--- src/rtl/sfq_rx_pkg.sv ---
// Shared types and constants for the SFQ AND-cell capture stage.
package sfq_rx_pkg;
  typedef enum logic [1:0] {IDLE, OPEN, CLOSED} rx_state_e;
  localparam int SYNC_STAGES = 2;
  // Line toggle to pulse consumed by the FSM, in clk cycles.
  localparam int DETECT_LAT  = 3;
endpackage

--- src/rtl/sfq_edge_detect.sv ---
// Toggle-line edge detector: synchronizer, history flop, XOR.
module sfq_edge_detect
  import sfq_rx_pkg::*;
(
  input  logic clk,
  input  logic rst,
  input  logic line,
  output logic pulse
);
  logic [SYNC_STAGES-1:0] sync;
  logic                   hist;

  always_ff @(posedge clk) begin
    if (rst) begin
      sync <= '0;
      hist <= 1'b0;
    end else begin
      sync <= {sync[SYNC_STAGES-2:0], line};
      hist <= sync[SYNC_STAGES-1];
    end
  end

  assign pulse = sync[SYNC_STAGES-1] ^ hist;
endmodule

--- src/rtl/sfq_and_deserializer.sv ---
// Decides one bit per SFQ clock period, packs WIDTH-bit words, buffers them in a FIFO.
module sfq_and_deserializer
  import sfq_rx_pkg::*;
#(
  parameter int WIDTH      = 8,
  parameter int LATE_MAX   = 16,
  parameter int FIFO_DEPTH = 4
) (
  input  logic                     clk,
  input  logic                     rst,
  input  logic                     sfq_clk,
  input  logic                     sfq_data,
  output logic [WIDTH-1:0]         word_out,
  output logic                     word_valid,
  input  logic                     word_ready,
  output logic [$clog2(WIDTH)-1:0] bit_cnt,
  output logic                     err_orphan,
  output logic                     err_double,
  output logic                     err_late,
  output logic                     overflow
);
  localparam int BW = $clog2(WIDTH);
  localparam int AW = $clog2(LATE_MAX + 1);
  localparam int PW = $clog2(FIFO_DEPTH);

  logic clk_p, dat_p;

  sfq_edge_detect u_clk_det (.clk(clk), .rst(rst), .line(sfq_clk),  .pulse(clk_p));
  sfq_edge_detect u_dat_det (.clk(clk), .rst(rst), .line(sfq_data), .pulse(dat_p));

  rx_state_e        state;
  logic [AW-1:0]    age;
  logic             cur;
  logic [WIDTH-1:0] shreg, next_word, push_word;
  logic             push_q;
  logic             data_bit;

  // A data pulse is judged against the pre-update state, so a pulse landing
  // with the next clock pulse still counts toward the closing period.
  always_comb begin
    data_bit = cur;
    if (dat_p && state == OPEN) data_bit = 1'b1;
    next_word = shreg;
    next_word[bit_cnt] = data_bit;
  end

  always_ff @(posedge clk) begin
    if (rst) begin
      state      <= IDLE;
      age        <= '0;
      cur        <= 1'b0;
      shreg      <= '0;
      bit_cnt    <= '0;
      push_q     <= 1'b0;
      push_word  <= '0;
      err_orphan <= 1'b0;
      err_double <= 1'b0;
      err_late   <= 1'b0;
    end else begin
      push_q <= 1'b0;
      if (dat_p) begin
        case (state)
          IDLE:    err_orphan <= 1'b1;
          OPEN:    if (cur) err_double <= 1'b1;
          CLOSED:  err_late <= 1'b1;
          default: ;
        endcase
      end
      if (clk_p) begin
        state <= OPEN;
        age   <= '0;
        cur   <= 1'b0;
        if (state != IDLE) begin
          shreg <= next_word;
          if (bit_cnt == BW'(WIDTH - 1)) begin
            bit_cnt   <= '0;
            push_q    <= 1'b1;
            push_word <= next_word;
          end else begin
            bit_cnt <= bit_cnt + 1'b1;
          end
        end
      end else begin
        cur <= data_bit;
        if (state == OPEN) begin
          if (age != AW'(LATE_MAX)) age <= age + 1'b1;
          // Closing here keeps a pulse LATE_MAX cycles after the clock inside the window.
          if (age == AW'(LATE_MAX - 1)) state <= CLOSED;
        end
      end
    end
  end

  logic [WIDTH-1:0] mem [FIFO_DEPTH];
  logic [PW-1:0]    wr_ptr, rd_ptr;
  logic [PW:0]      count;
  logic             full, pop, push_ok;

  assign full       = (count == (PW+1)'(FIFO_DEPTH));
  assign word_valid = (count != '0);
  assign pop        = word_valid && word_ready;
  assign push_ok    = push_q && (!full || pop);
  assign word_out   = word_valid ? mem[rd_ptr] : '0;

  always_ff @(posedge clk) begin
    if (push_ok) mem[wr_ptr] <= push_word;
  end

  always_ff @(posedge clk) begin
    if (rst) begin
      wr_ptr   <= '0;
      rd_ptr   <= '0;
      count    <= '0;
      overflow <= 1'b0;
    end else begin
      if (push_ok) wr_ptr <= wr_ptr + 1'b1;
      if (pop)     rd_ptr <= rd_ptr + 1'b1;
      case ({push_ok, pop})
        2'b10:   count <= count + 1'b1;
        2'b01:   count <= count - 1'b1;
        default: ;
      endcase
      if (push_q && !push_ok) overflow <= 1'b1;
    end
  end
endmodule
--- config.mk ---
export PLATFORM = sky130hd
export DESIGN_NAME = sfq_and_deserializer
export DESIGN_NICKNAME = d
export VERILOG_FILES = /design/src/rtl/sfq_rx_pkg.sv /design/src/rtl/sfq_edge_detect.sv /design/src/rtl/sfq_and_deserializer.sv
export SDC_FILE = /design/constraint.sdc
export NUM_CORES = 1
export LEC_CHECK = 0
export BUFFER_PORTS_ARGS = -buffer_cell sky130_fd_sc_hd__buf_4
export CORE_ASPECT_RATIO = 1.5
export CORE_MARGIN = 1.5
export CORE_UTILIZATION = 54
export DETAILED_ROUTE_END_ITERATION = 16
export HOLD_SLACK_MARGIN = 0.05
export PLACE_DENSITY = 0.75
export REMOVE_ABC_BUFFERS = 1
export SYNTH_ARGS = -nofsm -noshare
export SYNTH_HDL_FRONTEND = slang
export SYNTH_SLANG_ARGS = --single-unit
--- constraint.sdc ---
create_clock -name clk -period 2.2 [get_ports clk]
set_clock_uncertainty 0.05 [all_clocks]
set_input_delay 0.33 -clock clk [delete_from_list [all_inputs] [get_ports clk]]
set_output_delay 0.33 -clock clk [all_outputs]
set_load 0.01 [all_outputs]
==> flow_summary.yaml, run 1 <==
power_and_ir_drop:
  leakage_uw: 0.00134
  total_power_uw: 2640
  vdd_drop_max_mv: 0.450
  power_density_nw_per_um2: 700
logic_synthesis:
  netlist_instances: 291
  syn_area_um2: 3350
  seq_area_frac_synth_pct: 56.8
  ys_seq_elements: 79
  ys_types: 47
  ys.flop_type: "dfxtp_1"
  ys_warn_count: 0
  synthArstFlopShare_pct: 0
  synth_edf_count: 32
  avgSynthCellArea_um2: 11.5
worst_hold_path:
  hp-class: "input pin to register"
place:
  place_congestion: 0.821
  dp_hpwl_um: 3760
  io_buffers: 20
  place_area_um2: 3580
  place_inst: 378
critical_path:
  arrival_ns: 2.27
  crit_required_ns: 2.37
  crit_chain: "or3_1 > nand2_1 > or2_2 > fa_1 > or3b_2 > a31oi_1 > a21oi_1"
  cp_num_buf_inv: 0
  crit_path_max_fanout: 3
  start_kind: "register"
  crit_type: "register to register"
  cpMaxStageDelayCell: "or3b_2"
  setup.worst_path.end_class: "register"
  cpPeakStageDelay_ns: 0.46
  crit_family: "simple AND/OR/NAND/NOR gates"
routing:
  firstDrtPassIters: 4
  highest_layer: "met4"
  via_count: 2102
  drc: 0
  wl_met1_um: 2320
  finalWirelength_um: 5370
  wl_met2_um: 2830
  viasPerCell: 5.34
  met3_length_um: 122
  wl_per_cell_um: 13.6
  initialDrtViolationCount: 94
  drtAntennaViolNets: 0
clock_tree:
  clk_latency_ns: 0.34
  cts_hold_buf: 0
  clock_path_buffers: 2
  cts_root_buffer: "clkbuf_8"
  cts_max_level: 3
  cts_buffers: 9
  post_cts_buffers: 0
  cts.sinks: 79
  cts_tree: "yes"
  clkSlewWorstSetupHoldPaths_ns: 0.08
  post_cts_resized: 0
die:
  initial_core_util_pct: 55.0
  fp.coreArea_um2: 6090
  chipHeight_um: 99.5
  fp-row-count: 35
  die-area_um2: 6690
  die_w_um: 67.3
  pin_count: 21
global_routing:
  grt_usage_pct: 18.4
  grt_max_degree: 41
  overflow: 0
  grt_pass1_vias: 2058
  antenna_found_initial: 0
  grt_first_pass_wirelength_um: 9250
finish:
  instances_no_fill: 394
  diodes: 0
  area_growth_pct: 12.8
  fin_nets: 330
  drive_above_1_share_pct: 19.1
  final_cell_mix: "dfxtp_1, nor2_1, edfxtp_1"
  finalInstanceArea_um2: 3780
  layout_commonest_cell: "dfxtp_1"
sta:
  maxSlewViolCount: 0
  fmax_mhz: 474
  final_hold_viol_count: 0
  slew_headroom_pct: 32.9
  min_period_ns: 2.11
  setup_viol: 0
  rsz0062_at_grt: "no"
  hold_slack_ns: 0.148
  worst_pin_slew_ns: 1.00
  post-route-period-util_pct: 95.9
job:
  cap_violations: 0
run_status:
  outcome: "finished clean"
==> routing by layer <==
metal | global-route usage, % | up-vias
met1 | 21.5 | 980
met5 | 0 | -
li1 | - | 1088
met3 | 4.07 | 8
met4 | 8.01 | 0
met2 | 31.8 | 26
==> cell usage after synthesis, types with 2 or more instances <==
cell type | n | area [um2]
and3_1 | 2 | 12.5
o21ai_0 | 6 | 30.0
ha_1 | 9 | 113
inv_1 | 10 | 37.5
xnor2_1 | 3 | 26.3
edfxtp_1 | 32 | 961
nor2b_1 | 9 | 56.3
or2_2 | 2 | 12.5
dfxtp_1 | 47 | 941
mux4_2 | 8 | 180
and2_1 | 13 | 81.3
nor3_1 | 4 | 20.0
nor4_1 | 4 | 25.0
nor2_1 | 33 | 124
mux2i_1 | 5 | 50.1
buf_2 | 7 | 35.0
o21bai_1 | 4 | 30.0
nor4b_1 | 2 | 17.5
a21oi_1 | 21 | 105
o311ai_1 | 3 | 26.3
a211oi_1 | 6 | 45.0
clkbuf_1 | 6 | 22.5
nand3_1 | 3 | 15.0
xor2_1 | 7 | 61.3
nand2_1 | 14 | 52.6
nand2b_1 | 4 | 25.0
a311o_1 | 4 | 40.0
a31oi_1 | 4 | 25.0
==> kinds of logic (layout without fill, tap and decap cells) <==
| logic type | after synthesis | in the layout | synth area share, % |
|---|---|---|---|
| compound gates | 55 | 55 | 11.0 |
| fa+ha+maj | 10 | 10 | 3.96 |
| flops | 79 | 79 | 56.8 |
| simple gates | 97 | 97 | 14.9 |
| buf+inv | 26 | 55 | 3.44 |
| xor+xnor | 11 | 11 | 3.10 |
| mux | 13 | 13 | 6.87 |
==> metrics by stage <==
| stage | setup TNS [ns] | utilization [%] | setup WS [ns] |
|---|---|---|---|
| finish | 0 | 62.1 | 0.0902 |
| detailed placement | 0 | 58.8 | 0.101 |
| CTS | 0 | 62.1 | 0.0875 |
| global route | 0 | 62.1 | 0.0276 |
| floorplan | -0.114 | - | -0.114 |
| global placement | 0 | 58.8 | 0.137 |
==> flip-flops by register name, indices dropped and copies added, names as in the netlist, 2 cells and up, named ones only <==
register,flops
rd_ptr,2
age,5
shreg,8
u_clk_det.sync,2
push_word,8
u_dat_det.sync,2
count,3
bit_cnt,3
wr_ptr,2
state,2
mem,32
==> final cells by class <==
cell class / count / area, um2
well taps: 74 / 92.6
flip-flops and latches: 79 / 1900
repair buffers: 29 / 218
inverters: 10 / 37.5
fillers: 493 / 2310
clock inverters: 7 / 72.6
multi-input cells: 186 / 1330
clock buffers: 9 / 124
==> worst register-to-register path: cells and delay by family, from the launching register on <==
kind / cells / cell delay [ns]
AO/OA/AOI/OAI: 2 / 0.25
adder cells (fa/ha/maj): 1 / 0.40
flip-flops: 1 / 0.34
AND/OR/NAND/NOR: 4 / 0.94
==> final timing paths <==
check                                       start                end  slack (ns)  cells past startpoint
worst max register to register           count[2]           count[2]        0.09                      7
worst min register to register  u_dat_det.sync[0]  u_dat_det.sync[1]        0.39                      1
worst max-delay path                     count[2]           count[2]        0.09                      7
worst min-delay path                     sfq_data  u_dat_det.sync[0]        0.15                      2
==> where the power goes <==
group / switching, uW / total (uW) / internal, uW
Combinational: 49.8 / 77.7 / 27.9
Clock: 511 / 1040 / 525
Sequential: 10.2 / 1530 / 1520
No activity file was read; power rests on OpenSTA's default activity.
==> run 2: changes to the inputs <==
ABC_AREA = 1   (was not set)
CORE_UTILIZATION = 64   (was 54)
PLACE_DENSITY = 0.83   (was 0.75)
clock period = 2.47 ns   (was 2.2 ns; I/O delays follow)
==> run 2 against run 1 <==
Sequential power is 5% lower. Count of clock-buffer cells in the layout increased by 1. Highest routed layer unchanged. Routed wire length up 18%. First-iteration DRC count down 18%. Register-to-register slack improved by 0.64 ns. Via count grew 14%. Cell count increased by 18%. Sequential share of layout area increased by 0.25 points. Critical path depth decreased by 3.
==> flow_summary.yaml, run 2 <==
worst_hold_path:
  holdPathStages: 3
  hp-class: "input pin to register"
logic_synthesis:
  avgSynthCellArea_um2: 9.12
  seq_area_frac_synth_pct: 56.7
  netlist_instances: 368
  synth.top_cell.area_share_pct: 28.6
  ys_top_cells_by_count: "nor2_1, dfxtp_1, inv_1"
  synthArstFlopShare_pct: 0
  netlist_top_cells_area: "edfxtp_1, dfxtp_1, nor2_1, a21oi_1, inv_1"
  ys_types: 35
  ys.flop_type: "dfxtp_1"
  syn_area_um2: 3350
  synth_edf_count: 32
  synth_top_area_cell: "edfxtp_1"
  ys_warn_count: 0
  ys_seq_elements: 79
  yosysMostFrequentCell: "nor2_1"
sta:
  worst_pin_slew_ns: 0.728
  final_hold_viol_count: 0
  post-route-period-util_pct: 85.3
  min_period_ns: 2.11
  fmax_mhz: 475
  slew_headroom_pct: 51.4
  rsz0062_at_grt: "no"
  tns_ns: 0
  maxSlewViolCount: 0
  setup_viol: 0
finish:
  area_growth_pct: 12.1
  diodes: 0
  instances_no_fill: 464
  layout_commonest_cell: "nor2_1"
  largest_register_ffs: 32
  fin_nets: 406
  top_regs: "mem x32, push_word x8, shreg x8"
  top_register: "mem"
  drive_above_1_share_pct: 15.4
  final_cell_mix: "nor2_1, dfxtp_1, inv_1"
power_and_ir_drop:
  p_sw_share_pct: 28.4
  power_density_nw_per_um2: 836
  switchingPower_uw: 892
  combPwrFrac_pct: 21.8
  seqPwrFrac_pct: 46.4
  internal_power_uw: 2250
  vdd_drop_max_mv: 0.486
  clkPwrFrac_pct: 31.8
  leakage_uw: 0.00154
critical_path:
  cpPeakStageDelay_ns: 0.65
  crit_chain: "inv_2 > o21ai_0 > a21oi_1 > buf_4"
  start_kind: "register"
  crit_path_max_fanout: 17
  arrival_ns: 1.69
  crit_type: "register to output pin"
  reg2regPathDepth: 5
  cpMaxStageDelayCell: "dfxtp_1"
  crit_required_ns: 2.05
  setup.worst_path.end_class: "output pin"
job:
  cap_violations: 0
die:
  chipHeight_um: 91.7
  fp-row-count: 32
  initial_core_util_pct: 66.0
  die-area_um2: 5690
  die_w_um: 62.1
  pin_count: 21
  fp.coreArea_um2: 5080
global_routing:
  grt_pass1_vias: 2367
  grt_max_degree: 28
  grt_first_pass_wirelength_um: 10600
  overflow: 0
  antenna_found_initial: 0
  grt_usage_pct: 24.5
clock_tree:
  cts_buffers: 9
  cts.sinks: 79
  clk_latency_ns: 0.34
  post_cts_buffers: 0
  clkSlewWorstSetupHoldPaths_ns: 0.08
  cts_tree: "yes"
  cts_hold_buf: 0
  clock_path_buffers: 2
  cts_root_buffer: "clkbuf_8"
  post_cts_resized: 0
  cts_max_level: 3
routing:
  initialDrtViolationCount: 77
  via_count: 2406
  finalWirelength_um: 6340
  drtAntennaViolNets: 0
  viasPerCell: 5.19
  firstDrtPassIters: 4
  wl_per_cell_um: 13.7
  drc: 0
place:
  place_inst: 448
  io_buffers: 20
  dp_hpwl_um: 4630
  place_congestion: 0.839
run_status:
  outcome: "finished clean"
-- run 2: cell count changes after synthesis, moves of 6 or more --
| cell | delta |
|---|---|
| o21ai_0 | +25 |
| a21oi_1 | +14 |
| and2_1 | -12 |
| nor3_1 | +6 |
| nand3_1 | +10 |
| nor2_1 | +26 |
| nor2b_1 | -9 |
| nand2_1 | +23 |
| xor2_1 | -6 |
| a211oi_1 | -6 |
| inv_1 | +35 |
| or2_2 | +6 |
| mux4_2 | -8 |
-- run 2: layout make-up --
type                    count  area, um2
flip-flops and latches     79       1900
fillers                   388       1330
multi-input cells         230       1220
inverters                  51        191
repair buffers             20        150
clock buffers              10        128
clock inverters             6       85.1
well taps                  68       85.1
-- run 2: worst max-delay path, delay by kind of cell, from the launching register on --
family | cells | cell delay (ns)
AOI/OAI and AO/OA | 2 | 0.32
DFF | 1 | 0.65
buffers and inverters | 2 | 0.37
-- run 2: stage by stage --
step                      worst slack (ns)  total power (uW)  instance area, um2  hold slack [ns]  util, %
after floorplan                      0.873              1900                3310            0.338        -
after global placement               0.731              2150                3550            0.340     69.8
after detailed placement             0.671              2170                3550            0.346     69.8
after CTS                            0.355              3160                3760            0.162     73.9
after global routing                 0.149              3310                3760            0.165     73.9
final                                0.363              3140                3760            0.179     73.9
-- run 2: power groups by stage --
stage               registers [uW]  logic (uW)  clock network, uW
CTS                           1460         686               1020
finish                        1460         684                999
global placement              1490         669                  0
detailed placement            1490         684                  0
global route                  1470         767               1070
floorplan                     1480         418                  0
-- run 2: per-layer routing --
metal  vias to the layer above  GRT usage, %  share of wire, %
met3                        14          4.17               2.8
li1                       1253             -                 -
met2                        47          46.9                54
met5                         -             0                 0
met4                         0          14.6               3.7
met1                      1092          24.3                39
-- run 2: final timing paths --
check	end	slack (ns)	startpoint
min	u_clk_det.sync[0]	0.18	sfq_clk
max	word_out[0]	0.36	register
max reg2reg	mem[2][0]	0.73	count[2]
min reg2reg	u_clk_det.sync[1]	0.36	u_clk_det.sync[0]
-- run 2: kinds of logic (layout without fill, tap and decap cells) --
kind of cell    Yosys count  in the layout  share of synthesized area (%)
xor+xnor                  3              3                           1.23
flops                    79             79                           56.7
fa+ha+maj                10             10                           3.95
buf+inv                  59             87                           6.97
compound gates           76             76                           12.2
simple gates            141            141                           18.9
==> run 3: changes to the inputs <==
CORE_UTILIZATION = 60   (was 64)
PLACE_DENSITY = 0.79   (was 0.83)
clock period = 2.1 ns   (was 2.47 ns; I/O delays follow)
==> run 3 against run 2 <==
Design area increased by 1.4%. Via count increased by 0.46%. Clock power increased by 24%. Count of clock-buffer cells in the layout increased by 1. First-iteration DRC count decreased by 30%.
==> flow_summary.yaml, run 3 (same netlist as run 2, synthesis figures left out) <==
critical_path:
  crit_type: "register to output pin"
  start_kind: "register"
  setup.worst_path.end_class: "output pin"
  timing.rr.start: "count[1]"
  arrival_ns: 1.55
  crit_path_max_fanout: 17
  crit_required_ns: 1.74
routing:
  drc: 0
  drtAntennaViolNets: 0
  finalWirelength_um: 6050
  wl_per_cell_um: 12.8
  viasPerCell: 5.13
  firstDrtPassIters: 4
  via_count: 2417
  initialDrtViolationCount: 54
place:
  io_buffers: 20
  dp_hpwl_um: 4280
  place_congestion: 0.793
clock_tree:
  cts_hold_buf: 0
  post_cts_buffers: 0
  cts_root_buffer: "clkbuf_8"
  cts_tree: "yes"
  cts_max_level: 3
  clk_latency_ns: 0.34
  cts_buffers: 9
  cts.sinks: 79
  clock_path_buffers: 2
  clkSlewWorstSetupHoldPaths_ns: 0.08
global_routing:
  overflow: 0
  grt_pass1_vias: 2361
  grt_max_degree: 21
  antenna_found_initial: 0
  grt_usage_pct: 22.1
  grt_first_pass_wirelength_um: 10200
sta:
  hold_slack_ns: 0.135
  fmax_mhz: 523
  setup_viol: 0
  tns_ns: 0
  post-route-period-util_pct: 91.1
  maxSlewViolCount: 0
  slew_headroom_pct: 72.1
  rsz0062_at_grt: "no"
  worst_pin_slew_ns: 0.418
  final_hold_viol_count: 0
  min_period_ns: 1.91
worst_hold_path:
  hp-class: "input pin to register"
  hp-start: "sfq_data"
die:
  initial_core_util_pct: 62.0
  die-area_um2: 6060
  fp-row-count: 33
  chipHeight_um: 94.6
  fp.coreArea_um2: 5410
  die_w_um: 64.1
  pin_count: 21
finish:
  fin_nets: 411
  top_regs: "mem x32, push_word x8, shreg x8"
  diodes: 0
  final_cell_mix: "nor2_1, inv_1, dfxtp_1"
  drive_above_1_share_pct: 17.2
  top_register: "mem"
  layout_commonest_cell: "nor2_1"
  area_growth_pct: 13.7
  largest_register_ffs: 32
power_and_ir_drop:
  power_density_nw_per_um2: 990
  leakage_uw: 0.00154
  vdd_drop_max_mv: 0.671
run_status:
  outcome: "finished clean"
job:
  cap_violations: 0
[run 3: per-stage QoR]
step	setup WS (ns)	area (um2)	power, uW	instances	utilization, %
floorplan	0.503	3310	2230	360	-
global placement	0.432	3590	2540	455	66.3
detailed placement	0.366	3590	2570	455	66.3
CTS	0.0433	3810	3800	471	70.5
global route	0.0586	3810	3970	471	70.5
finish	0.187	3810	3780	471	70.5
[run 3: report_power, final]
part / internal [uW] / leakage, uW / switching, uW / total [uW]
Combinational: 340 / 0.000805 / 479 / 820
Clock: 705 / 0.000113 / 534 / 1240
Sequential: 1650 / 0.000617 / 73.4 / 1720
Total: 2690 / 0.00154 / 1090 / 3780
[run 3: cell type report]
cell class	count	area (um2)
clock buffers	11	141
clock inverters	5	82.6
fillers	433	1600
inverters	51	191
multi-input cells	230	1220
flip-flops and latches	79	1900
well taps	70	87.6
repair buffers	25	188
[run 3: path summary, 6_finish.rpt]
check	to	slack, ns	cells past startpoint
setup / recovery	word_out[4]	0.19	4
hold / removal	u_dat_det.sync[0]	0.13	3
setup reg to reg	count[2]	0.40	10
hold reg to reg	u_clk_det.sync[1]	0.35	2
[run 3: critical path, stage by stage, from the launching register on]
cell and delay [ns]:
dfxtp_2 0.51, inv_2 0.18, o21ai_0 0.25, a21oi_1 0.10
buf_4 0.16
[run 3: repair_timing]
| action | CTS | global route |
|---|---|---|
| endpoints found under the hold margin | 0 | 0 |
| cloned | 0 | 0 |
| gates resized for setup | 1 | 1 |
| setup endpoints to repair | 2 | 6 |
[run 3: layer usage]
| layer | up-vias | track usage, % | wire length [um] |
|---|---|---|---|
| met1 | 1108 | 21.8 | 2400 |
| met4 | 0 | 12.5 | 141 |
| met5 | - | 0 | 0 |
| met2 | 35 | 43.2 | 3390 |
| met3 | 14 | 2.98 | 115 |
| li1 | 1260 | - | - |
